### src/rtl/sysid_arbiter.sv
// sysid_arbiter: two-master round-robin arbiter in front of a combinational
// system-ID slave (word 0 = ID, word 1 = timestamp).
// Every transaction takes three cycles: grant (IDLE), command accept (ISSUE)
// and response strobe (RESP).
// Optional feature macro SYSID_ARB_CACHE_EN: keeps a one-word cache per
// address. Once an address has been read from the slave, later reads of it
// are served from the cache without raising s_read. Handshake timing stays
// the same.

module sysid_arbiter (
   input  logic        clock,
   input  logic        reset,
   input  logic        m0_read,
   input  logic        m0_address,
   output logic        m0_waitrequest,
   output logic        m0_readdatavalid,
   output logic [31:0] m0_readdata,
   input  logic        m1_read,
   input  logic        m1_address,
   output logic        m1_waitrequest,
   output logic        m1_readdatavalid,
   output logic [31:0] m1_readdata,
   output logic        s_read,
   output logic        s_address,
   input  logic [31:0] s_readdata,
   output logic [15:0] access_count
);

   typedef enum logic [1:0] {
      IDLE  = 2'd0,
      ISSUE = 2'd1,
      RESP  = 2'd2
   } state_t;

   state_t      state_q;
   state_t      state_d;

   // grant_q is both the current owner and the last-granted master
   // (0 = m0, 1 = m1); round-robin favours the other master on a tie.
   logic        grant_q;
   logic        grant_d;
   logic        addr_q;
   logic        addr_d;
   logic [31:0] data_q;
   logic [15:0] access_count_q;
   logic        cache_hit;
   logic [31:0] fetch_data;

`ifdef SYSID_ARB_CACHE_EN
   logic [31:0] cache_data_q [2];
   logic [1:0]  cache_valid_q;

   assign cache_hit  = cache_valid_q[addr_q];
   assign fetch_data = cache_hit ? cache_data_q[addr_q] : s_readdata;

   // Fill the cache entry on the first real slave read of each address.
   always_ff @(posedge clock) begin
      if (reset) begin
         cache_valid_q <= 2'b00;
      end else if (state_q == ISSUE && !cache_hit) begin
         cache_valid_q[addr_q] <= 1'b1;
         cache_data_q[addr_q]  <= s_readdata;
      end
   end
`else
   assign cache_hit  = 1'b0;
   assign fetch_data = s_readdata;
`endif

   // State register, plus the grant and address latched when a request wins.
   always_ff @(posedge clock) begin
      if (reset) begin
         state_q <= IDLE;
         grant_q <= 1'b1;
         addr_q  <= 1'b0;
      end else begin
         state_q <= state_d;
         grant_q <= grant_d;
         addr_q  <= addr_d;
      end
   end

   // Next-state logic, arbitration, and handshake strobes. Reset forces the
   // strobes inactive in the same cycle because the reset itself is synchronous.
   always_comb begin
      state_d          = state_q;
      grant_d          = grant_q;
      addr_d           = addr_q;
      m0_waitrequest   = 1'b1;
      m1_waitrequest   = 1'b1;
      m0_readdatavalid = 1'b0;
      m1_readdatavalid = 1'b0;
      s_read           = 1'b0;

      case (state_q)
         IDLE: begin
            if (m0_read || m1_read) begin
               if (m0_read && m1_read) begin
                  grant_d = ~grant_q;
               end else begin
                  grant_d = m1_read;
               end
               addr_d  = grant_d ? m1_address : m0_address;
               state_d = ISSUE;
            end
         end
         ISSUE: begin
            if (grant_q) begin
               m1_waitrequest = 1'b0;
            end else begin
               m0_waitrequest = 1'b0;
            end
            s_read  = ~cache_hit;
            state_d = RESP;
         end
         RESP: begin
            if (grant_q) begin
               m1_readdatavalid = 1'b1;
            end else begin
               m0_readdatavalid = 1'b1;
            end
            state_d = IDLE;
         end
         default: begin
            state_d = IDLE;
         end
      endcase

      if (reset) begin
         m0_waitrequest   = 1'b1;
         m1_waitrequest   = 1'b1;
         m0_readdatavalid = 1'b0;
         m1_readdatavalid = 1'b0;
         s_read           = 1'b0;
      end
   end

   // Capture the response word at the end of ISSUE. It is shared by both masters.
   always_ff @(posedge clock) begin
      if (reset) begin
         data_q <= 32'h0000_0000;
      end else if (state_q == ISSUE) begin
         data_q <= fetch_data;
      end
   end

   // Count real slave reads, saturating so the counter never wraps.
   always_ff @(posedge clock) begin
      if (reset) begin
         access_count_q <= 16'h0000;
      end else if (s_read && access_count_q != 16'hFFFF) begin
         access_count_q <= access_count_q + 16'h0001;
      end
   end

   assign s_address    = addr_q;
   assign m0_readdata  = data_q;
   assign m1_readdata  = data_q;
   assign access_count = access_count_q;

endmodule
### config.mk
export PLATFORM = sky130hd
export DESIGN_NAME = sysid_arbiter
export DESIGN_NICKNAME = d
export VERILOG_FILES = /design/src/rtl/sysid_arbiter.sv
export SDC_FILE = /design/constraint.sdc
export NUM_CORES = 1
export LEC_CHECK = 0
export ABC_AREA = 1
export ABC_CLOCK_PERIOD_IN_PS = 4650
export BUFFER_PORTS_ARGS = -buffer_cell sky130_fd_sc_hd__buf_2
export CAP_MARGIN = 20
export CORE_UTILIZATION = 49
export DETAILED_ROUTE_END_ITERATION = 8
export PLACE_DENSITY_LB_ADDON = 0.05
export SYNTH_ARGS = -nofsm -noshare
export SYNTH_HDL_FRONTEND = slang
export SYNTH_SLANG_ARGS = --single-unit
### constraint.sdc
create_clock -name clock -period 4.65 [get_ports clock]
set_clock_uncertainty 0.15 [all_clocks]
set_input_delay 0.93 -clock clock [delete_from_list [all_inputs] [get_ports clock]]
set_output_delay 0.93 -clock clock [all_outputs]
set_load 0.005 [all_outputs]
Word level (Yosys, flattened, before mapping)
Index checks and enable logic that the tools add are counted.
{ "word_totals": {"register_bits": 52, "word_cells": 34, "out_inout_bits": 86, "in_bits": 38} }
{ "classes": {"eq_ne": 4, "add_sub_neg": 1, "reduce_logical": 5, "muxes": 18, "n_bitwise": 1} }
{ "op_table": {"columns": ["op", "n"], "rows": [
  ["16-bit by 1-bit adder with 16-bit output (second input constant)", 1],
  ["1-bit 2-to-1 mux", 16],
  ["16-bit inequality test (second input constant)", 1],
  ["2-bit one-hot mux with 2 select lines", 1],
  ["2-bit by 1-bit equality test with 1-bit output (second input constant)", 1],
  ["2-bit equality test (second input constant)", 1],
  ["1-bit logical AND", 2],
  ["2-bit logical NOT", 1],
  ["2-bit 2-to-1 mux", 1],
  ["2-bit inequality test (second input constant)", 1],
  ["2-bit AND reduction", 1],
  ["1-bit logical OR", 1],
  ["1-bit inverter", 1]
]} }

Logic depth before layout (Yosys ltp)
{ "depth": {"word_depth": 5, "mapped_depth": 9, "ltp_nobuf": 9} }

Least setup slack after synthesis
OpenSTA, ideal clock, no wires.
{ "synth_path": {"kind": "in2out", "startpoint": "in reset", "endpoint": "out m0_readdatavalid", "required_time_ns": 3.570, "n_path_buf": 1, "arrival_time_ns": 1.506, "path_slack_ns": 2.064, "path_stages": 4, "cell_sequence": "inv_1 > clkbuf_1 > nand3_1 > nor2_1"} }
{ "synth_between": {"elab_chain_cells": 1} }
{ "synth_lines": {"columns": ["element", "line", "text"], "rows": [
  ["start: declaration", "12", "input logic reset,"],
  ["1-bit 2-to-1 mux", "129", "if (reset) begin"],
  ["end: declaration", "16", "output logic m0_readdatavalid,"]
]} }
Every way passes these cells.

Final worst setup path
{ "layout_path": {"startpoint": "reg state_q[0]", "endpoint": "out m0_waitrequest"} }
{ "layout_between": {"elab_chain_cells": 3} }
{ "layout_lines": {"columns": ["element", "line", "text"], "rows": [
  ["start: declaration", "35", "state_t state_q;"],
  ["start signal: assignment", "77", "state_q <= state_d;"],
  ["2-bit by 1-bit equality test with 1-bit output", "95", "case (state_q)"],
  ["1-bit 2-to-1 mux", "95", null],
  ["1-bit 2-to-1 mux", "129", null],
  ["end: declaration", "15", "output logic m0_waitrequest,"]
]} }
Every way passes these cells.

==> impl_metrics.toml <==
[worst_setup_path]
crit_required_ns = 3.57
start_kind = "flip-flop"
path_class = "flip-flop to output port"
slowest_stage = "dfxtp_1"
critPathArrivalTime_ns = 1.59
cpPeakStageDelay_ns = 0.38
worstPathCellList = "nand2_2, nor2_4, nand2_1, buf_2"
cp_max_fo = 35
endpoint_kind = "output port"

[yosys]
synth_seq_area_share = 0.418
syn_inst = 344
syn_area_per_cell_um2 = 7.23
ys_types = 26
ys_ff_latch = 52
synthXorXnorAreaFrac = 0
synth_top_family_by_area = "simple AND/OR/NAND/NOR gates"
synth_compound_area_frac = 0.0960
yosys.area_share.simple = 0.334
synth_warnings = 0
synth.mux.area_fraction = 0
yosys.area_share.adder = 0.00503
netlist_area_um2 = 2490
syn-num-nets = 383

[drt]
drt-met1-wl_um = 2510
drc = 0
first_pass_iters = 4
vias = 2314
wl_met2_um = 2490
vias_per_cell = 4.65
drt-initial-drc-count = 119
top_layer = "met4"
ant_nets = 0
wl_per_cell_um = 10.8
wl_met3_um = 319
routed_wl_um = 5360

[global_route]
grt_usage = 0.202
grt_pass1_wl_um = 8560
grt_pass1_vias = 2014
antenna_found_initial = 0
grt_max_degree = 51
grt-ovfl-total = 0

[min_path]
hold_class = "flip-flop to flip-flop"

[placement]
place_ws_ns = 2.07
port_buffers = 123
gp_congestion = 0.813
dpl.hpwl_um = 3870

[timing]
fin_setup_tns_ns = 0
post-route-period-util = 0.574
setup_slack_ns = 1.98
max_slew_margin = 0.341
holdWs_ns = 0.349
hold_viol = 0
slew_viol_final = 0
period_minus_slack_ns = 2.67
setup_violations = 0
rsz0062_at_grt = "false"
worst_pin_slew_ns = 0.988
timing.fmax_ghz = 0.375

[cells_and_area]
regArea_um2 = 1040
multi_input_area_um2 = 1080
drive_gt1_frac = 0.343
nets = 470
area_growth_pct = 19.4
final.fill_count = 494
final_cell_mix = "buf_2 (123), nor2_1 (104), dfxtp_1 (52), nand2_1 (43), o21ai_0 (34)"
layout.cells.most_common = "buf_2"
diodes = 0

[clocking]
htreeDepth = 2
clock_path_buffers = 2
clkSinkCount = 52
cts_resized = 0
insertion_delay_ns = 0.29
cts_made_buffers = 5
post_cts_buffers = 0
clk_pin_slew_worst_paths_ns = 0.09
ctsHoldBuffers = 0
root_buffer = "clkbuf_8"
tritoncts = "done"

[pwr]
leakage_nw = 1.54
peakVddDrop_v = 0.000179
p_per_area_nw_per_um2 = 298

[die]
dieHeight_um = 73.3
rows = 25
die_area_um2 = 5370
core_area_um2 = 4820
start_util = 0.517
dieWidth_um = 73.3
io_pins = 124

[run]
drv_cap = 0

[run_status]
status = "complete, no violations"
Yosys cell counts, drive strengths merged:
master	count	share of area
dfxtp	52	0.42
a31oi	1	0.0025
o21ai	35	0.070
nand2b	1	0.0025
ha	1	0.0050
nor2	112	0.19
a21boi	1	0.0030
nand2	48	0.081
nand4	2	0.011
inv	17	0.026
buf	38	0.11
clkbuf	6	0.0090
nor3	3	0.0060
nand3	17	0.038
a21oi	10	0.020
power breakdown:
group | internal (mW) | leakage [nW] | switching [mW]
sequential | 0.476 | 0.426 | 0.0203
combinational | 0.0706 | 1.07 | 0.0780
clock | 0.103 | 0.0410 | 0.139
through the flow:
stage / cell area [um^2] / power (mW) / instances / util
6_report: 2970 / 0.886 / 498 / 0.617
5_1_grt: 2970 / 0.935 / 498 / 0.617
4_1_cts: 2970 / 0.897 / 498 / 0.617
3_5_place_dp: 2890 / 0.657 / 491 / 0.601
3_3_place_gp: 2890 / 0.654 / 491 / 0.601
2_1_floorplan: 2490 / 0.613 / 344 / -
kinds of logic after synthesis:
family	Yosys count
flip-flops	52
AO/OA/AOI/OAI	47
AND/OR/NAND/NOR	183
buffers and inverters	61
adder cells (fa/ha/maj)	1
routing by layer:
metal	vias to the layer above	GRT usage
met5	-	0
met1	1006	0.243
met3	2	0.0535
met2	83	0.357
li1	1223	-
met4	0	0.0523
sequential cells by signal, summed over array words and instances (netlist names):
register and cells:
m0_readdata 32, grant_q 1, access_count 16, state_q 2, s_address 1
worst max-delay path: cells and delay by family (launching register included):
kind	cells	cell delay, ns
DFF	1	0.38
and+or+nand+nor	3	0.78
buffers and inverters	1	0.14
worst paths after layout:
kind | start | cells past startpoint | endpoint | slack, ns
max | state_q[0] | 4 | m0_waitrequest | 1.98
max reg2reg | state_q[0] | 4 | m0_readdata[28] | 2.58
min | m0_readdata[1] | 2 | m0_readdata[1] | 0.35
min reg2reg | m0_readdata[1] | 2 | m0_readdata[1] | 0.35
cell type report:
cell class / instances / area share
multi-input combinational: 231 / 0.364
sequential: 52 / 0.350
timing repair buffer: 124 / 0.210
tap: 67 / 0.0282
clock buffer: 6 / 0.0244
inverter: 17 / 0.0215
clock inverter: 1 / 0.00168
Power figures use the tool's default switching activity.
